<file path="src/rtl/mux_nto1_rr.sv">
// N-channel registered stream mux with per-channel valid/ready handshakes,
// selectable between an external fixed select and round-robin arbitration.
module mux_nto1_rr #(
    parameter int unsigned N_CH   = 4,
    parameter int unsigned DATA_W = 8,
    localparam int unsigned SEL_W = (N_CH > 2) ? $clog2(N_CH) : 1
) (
    input  logic                     clk,
    input  logic                     rst_n,
    input  logic                     mode,
    input  logic [SEL_W-1:0]         sel,
    input  logic [N_CH*DATA_W-1:0]   in_data,
    input  logic [N_CH-1:0]          in_valid,
    output logic [N_CH-1:0]          in_ready,
    output logic [DATA_W-1:0]        out_data,
    output logic                     out_valid,
    input  logic                     out_ready,
    output logic [SEL_W-1:0]         out_ch
);

    logic [SEL_W-1:0]  rr_ptr;
    logic [SEL_W-1:0]  rr_idx;
    logic              rr_found;
    logic [SEL_W-1:0]  cand;
    logic              cand_found;
    logic              load_en;
    logic              xfer;
    logic [DATA_W-1:0] cand_data;
    int unsigned       idx;

    // Scan rr_ptr+1 .. rr_ptr+N_CH; the single conditional subtract stands in
    // for a modulo since rr_ptr < N_CH keeps the sum below 2*N_CH.
    always_comb begin
        rr_found = 1'b0;
        rr_idx   = '0;
        idx      = 0;
        for (int unsigned off = 1; off <= N_CH; off++) begin
            idx = 32'(rr_ptr) + off;
            if (idx >= N_CH) begin
                idx = idx - N_CH;
            end
            if (!rr_found && in_valid[idx[SEL_W-1:0]]) begin
                rr_found = 1'b1;
                rr_idx   = idx[SEL_W-1:0];
            end
        end
    end

    always_comb begin
        load_en    = !out_valid || out_ready;
        cand       = mode ? rr_idx : sel;
        cand_found = mode ? rr_found : (32'(sel) < N_CH);
        in_ready   = '0;
        if (cand_found && load_en) begin
            in_ready[cand] = 1'b1;
        end
        xfer = cand_found && load_en && in_valid[cand];
    end

    always_comb begin
        cand_data = '0;
        for (int unsigned k = 0; k < N_CH; k++) begin
            if (cand == SEL_W'(k)) begin
                cand_data = in_data[k*DATA_W +: DATA_W];
            end
        end
    end

    always_ff @(posedge clk or negedge rst_n) begin
        if (!rst_n) begin
            out_valid <= 1'b0;
            out_data  <= '0;
            out_ch    <= '0;
            rr_ptr    <= SEL_W'(N_CH - 1);
        end else if (xfer) begin
            out_valid <= 1'b1;
            out_data  <= cand_data;
            out_ch    <= cand;
            if (mode) begin
                rr_ptr <= cand;
            end
        end else if (out_ready) begin
            out_valid <= 1'b0;
        end
    end

endmodule

</file>
<file path="config.mk">
export PLATFORM = sky130hd
export DESIGN_NAME = mux_nto1_rr
export DESIGN_NICKNAME = d
export VERILOG_FILES = /design/src/rtl/mux_nto1_rr.sv
export SDC_FILE = /design/constraint.sdc
export NUM_CORES = 1
export LEC_CHECK = 0
export CAP_MARGIN = 30
export CORE_MARGIN = 8
export CORE_UTILIZATION = 38
export CTS_CLUSTER_DIAMETER = 40
export DETAILED_ROUTE_END_ITERATION = 10
export PLACE_DENSITY = 0.83
export SYNTH_ARGS = -nofsm -noshare
export SYNTH_HDL_FRONTEND = slang
export SYNTH_SLANG_ARGS = --single-unit
</file>
<file path="constraint.sdc">
create_clock -name clk -period 2.8 [get_ports clk]
set_input_delay 0.56 -clock clk [delete_from_list [all_inputs] [get_ports clk]]
set_output_delay 0.56 -clock clk [all_outputs]
set_load 0.02 [all_outputs]
</file>
Word level (Yosys, flattened, before mapping). Index checks and enable logic that the tools add are counted. Widths: inputs -> output; s select.

Register bits: 13. Bits of input ports: 42. Word-level logic and storage cells: 72.

$add $sub $neg: 8. Order comparisons: 10. Equal/unequal tests: 3. Multiplexer cells: 33. Reduce and logical (&&, ||, !) cells: 14.

Operators by type and width (number): $mux 8 (4); $mux 2 (9); $lt 2x3->1 const B (5); $mux 1 (13); $bmux 1 s2 (5); $ge 3x3->1 const B (3); $sub 2x1->2 const B (4); $add 2x2->3 const B (2); $logic_and 1x1->1 (6); $add 2x3->4 const B (1); $eq 2x2->1 const B (2); $ge 4x3->1 const B (1); $logic_not 1->1 (4); $mux 4 (1); $add 2x1->3 const B (1); $demux 1 s2 (1); $eq 2x1->1 const B (1); $ge 2x1->1 const B (1); $logic_not 2->1 (1); $reduce_and 2->1 (1); $reduce_bool 2->1 (1); $logic_or 1x1->1 (1).

Logic depth before layout (Yosys ltp).
Depth in word-level cells: 21. Depth in mapped cells: 9. Depth with buffers taken out: 6.

Least setup slack after synthesis. OpenSTA, ideal clock, no wires.

Path type: input-to-output. From: in in_valid[3]. To: out in_ready[2]. Arrival time: 2244 ps. Required time: 2240 ps. Slack: -4 ps. Stages on the path: 8. Buffers on the path: 3. Path through: buf_4 -> nand2b_1 -> a21boi_2 -> o22ai_1 -> a311o_1 -> buf_6 -> dlymetal6s2s_1 -> nor3_1.

Cells in the longest elaborated chain, start to end: 18. Elaborated cells on any way between the ends: 31.

RTL lines: start: declaration (line 13) `input logic [N_CH-1:0] in_valid,`; $bmux 1 s2 (line 42) `if (!rr_found && in_valid[idx[SEL_W-1:0]]) begin`; $mux 1 (not written as such) (line 42); $mux 1 (line 42); $logic_not 1->1 (line 42); $logic_and 1x1->1 (line 42); $mux 1 (line 42); $logic_not 1->1 (line 42); $logic_and 1x1->1 (line 42); (+2 left out); $logic_and 1x1->1 (line 42); $mux 2 (line 42); $mux 2 (line 51) `cand = mode ? rr_idx : sel;`; $lt 2x3->1 (not written as such) or $ge 2x1->1 (tied branches) (line 55) `in_ready[cand] = 1'b1;`; $logic_and 1x1->1 (not written as such) (line 55); $mux 1 (not written as such) (line 55); $demux 1 s2 (line 55); $mux 4 (*) (line 54) `if (cand_found && load_en) begin`; end: declaration (line 14) `output logic [N_CH-1:0] in_ready,`.

Mark *: on every way between the ends. The rest lies on a longest branch, timed or not. The select of a mux whose other input is x is not followed.

Worst setup path after layout.
From: in mode. To: out in_ready[2].

Cells in the longest elaborated chain, start to end: 6. Elaborated cells on any way between the ends: 9.

RTL lines: start: declaration (line 10) `input logic mode,`; $mux 2 (line 51); $lt 2x3->1 (not written as such) or $ge 2x1->1 (tied branches) (line 55); $logic_and 1x1->1 (not written as such) (line 55); $mux 1 (not written as such) (line 55); $demux 1 s2 (line 55); $mux 4 (*) (line 54).

Mark *: on every way between the ends. The rest lies on a longest branch, timed or not.

==> impl_metrics.json <==
{
  "boundaryPins": 57,
  "cts-htree-levels": 1,
  "grt_first_pass_wirelength_um": 5530,
  "worst_setup_hold_path_clk_slew_ns": 0.08,
  "largest_family_of_logic_cells_by_synthesized_area": "multiplexers",
  "grt_antenna_before_repair": 0,
  "fp.dieArea_um2": 4670,
  "synth-compound-area-share_pct": 20.6,
  "yosys-top-cells-area": "dfrtp_1, mux2_2, mux2i_1",
  "power_density_nw_per_um2": 773,
  "grt_max_degree": 16,
  "io_buffer_count": 56,
  "drive_gt1_share_pct": 29.0,
  "worstPathMaxFanout": 5,
  "clockRootBuffer": "clkbuf_4",
  "num-nets-final": 226,
  "post_drt_wl_per_cell_um": 18.6,
  "syn-num-nets": 149,
  "synth_xor_area_share_pct": 0,
  "multiInputGateArea_um2": 704,
  "wl_um": 3990,
  "layout.filler_cells": 208,
  "final_util_pct": 68.5,
  "layout_area_overhead_pct": 76.8,
  "result_of_the_run": "complete, no violations",
  "synthSimpleGateAreaFrac_pct": 19.2,
  "antenna_left": 0,
  "detailedRoute.firstPassIterationCount": 4,
  "numClockSinks": 13,
  "hpwlAfterDp_um": 2810,
  "ff_latch_area_um2": 328,
  "synth.avg_cell_area_um2": 9.73,
  "vias_per_cell": 5.64,
  "synth.area.mux_share_pct": 22.6,
  "number_of_antenna_repair_diodes": 0,
  "gp_congestion": 0.961,
  "yosys.area_share.adder_pct": 0,
  "synth_flop_cell": "dfrtp_1",
  "dieHeight_um": 68.3,
  "crit_type": "primary input to output port",
  "worst_hold_check_path_type": "flop to flop",
  "synth-seq-area-share_pct": 31.5,
  "syn-instance-count": 107,
  "setup_crit_end_kind": "output port",
  "yosys.area.top_type": "dfrtp_1",
  "dr_total_vias": 1208,
  "yosys.cell_types.count": 36,
  "slew_headroom_pct": 59.7,
  "postSynth.asyncResetShare_pct": 100,
  "netlist_top_cells_count": "dfrtp_1, mux2_2, mux2i_1",
  "synth.yosys.warnings": 0,
  "yosysMostFrequentCell": "dfrtp_1",
  "final_cells": 214,
  "finalSetupViolations": 0,
  "cp.arrival_ns": 2.15,
  "fmaxAchievable_mhz": 369,
  "placed_cell_area_um2": 1710,
  "floorplan.initialDensity_pct": 38.8,
  "placedCellCount": 203,
  "floorplan.core_area_um2": 2690,
  "final_hold_viol_count": 0,
  "skew_ns": 0.00693,
  "via_count_of_the_first_global_routing_pass": 1207,
  "layout_worst_path_cycle_share_pct": 96.9,
  "tritoncts": "yes",
  "globalRoute.totalOverflow": 0,
  "final_design_area_no_fill_um2": 1840,
  "clockBufferDepth": 2,
  "worst_pin_slew_ns": 0.603,
  "grt_use_total_pct": 15.7,
  "rows": 19,
  "ys_ff_latch": 13,
  "maxCapViolations": 0,
  "synthesis.area_um2": 1040,
  "synth_largest_type_area_fraction_pct": 26.4,
  "post_place_worst_slack_ns": -0.493,
  "critical_path.startpoint_type": "primary input",
  "rsz_0062_raised_after_global_routing": "no",
  "layout_min_cycle_time_ns": 2.71,
  "synth-edff-count": 0,
  "drt_iter0_drc": 51,
  "peakVddDrop_mv": 0.529,
  "finalWorstSetupSlack_ns": 0.0872,
  "worstSkewPairLatency_ns": 0.30,
  "cp.required_ns": 2.24,
  "die_w_um": 68.3,
  "post-route-drc-count": 0,
  "number_of_max_slew_violations_in_the_final_report": 0,
  "tritoncts.num_buffers": 3,
  "power_leakage_nw": 0.793
}
what timing repair did:
| item | 4_1_cts | 5_1_grt |
|---|---|---|
| setup buffers | 6 | 1 |
| hold buffers | 0 | 0 |
| gates resized for setup | 19 | 14 |
| pin swaps | 2 | 7 |
| setup endpoints to repair | 12 | 10 |
cells by family after synthesis:
logic type | Yosys count
buffers and inverters | 9
and+or+nand+nor | 40
muxes | 21
AOI/OAI and AO/OA | 24
DFF | 13
report_power, final:
part | internal (mW) | switching (mW) | total [mW] | leakage [nW]
logic | 0.484 | 0.434 | 0.918 | 0.633
registers | 0.292 | 0.0807 | 0.372 | 0.145
clock network | 0.0557 | 0.0765 | 0.132 | 0.0150
total | 0.831 | 0.592 | 1.42 | 0.793
flip-flops by register name, indices dropped and copies added, names as in the netlist:
name       count
rr_ptr         2
out_valid      1
out_ch         2
out_data       8
placed cells by master (no fill, tap or decap), types with 2 or more instances in the layout:
| cell type | count |
|---|---|
| mux2i_1 | 10 |
| a21oi_1 | 3 |
| nand3_1 | 9 |
| o22ai_2 | 2 |
| nand2_1 | 7 |
| clkbuf_4 | 3 |
| dfstp_2 | 2 |
| buf_2 | 2 |
| mux2_2 | 10 |
| buf_4 | 22 |
| nand2b_1 | 4 |
| buf_6 | 3 |
| and2_1 | 2 |
| o21ai_0 | 2 |
| nor2_1 | 7 |
| dlymetal6s2s_1 | 3 |
| dfrtp_1 | 11 |
| nor2b_1 | 2 |
| clkdlybuf4s50_1 | 48 |
| nor3_1 | 2 |
| o221a_1 | 8 |
critical path: stages:
cell and delay (ns):
clkdlybuf4s50_1 0.50, buf_4 0.17, nor2b_1 0.07, a311o_1 0.37, buf_4 0.17, nor3_4 0.18, buf_6 0.14
path summary, 6_finish.rpt:
kind,start,endpoint,slack [ns],cells past startpoint
max in group asynchronous,rst_n,out_valid,1.78,1
min in group asynchronous,rst_n,out_data[5],0.63,1
worst max register to register,rr_ptr[1],out_data[2],0.32,7
worst max-delay path,mode,in_ready[2],0.09,7
worst min-delay path,rr_ptr[0],rr_ptr[0],0.56,2
worst min register to register,rr_ptr[0],rr_ptr[0],0.56,2
metrics by stage:
step | total power, mW | hold slack [ns] | TNS, ns
2_1_floorplan | 0.843 | 0.264 | 0
3_3_place_gp | 1.19 | 0.504 | -4.01
3_5_place_dp | 1.21 | 0.520 | -4.88
4_1_cts | 1.36 | 0.544 | -0.00836
5_1_grt | 1.50 | 0.586 | 0
6_report | 1.42 | 0.563 | 0
per-layer routing:
| metal | part of all wire, % | track usage [%] | vias up | routed length (um) |
|---|---|---|---|---|
| met3 | 8.5 | 5.56 | 18 | 340 |
| li1 | - | - | 555 | - |
| met1 | 38 | 17.9 | 566 | 1510 |
| met2 | 51 | 25.7 | 69 | 2030 |
| met5 | 0 | 0 | - | 0 |
| met4 | 2.9 | 7.16 | 0 | 116 |
final cells by class:
type | count | area share [%]
tap | 31 | 2.11
inverter | 2 | 0.408
clock buffer | 4 | 1.43
timing repair buffer | 79 | 40.0
multi-input combinational | 85 | 38.3
sequential | 13 | 17.8
No activity file was read; power rests on OpenSTA's default activity.
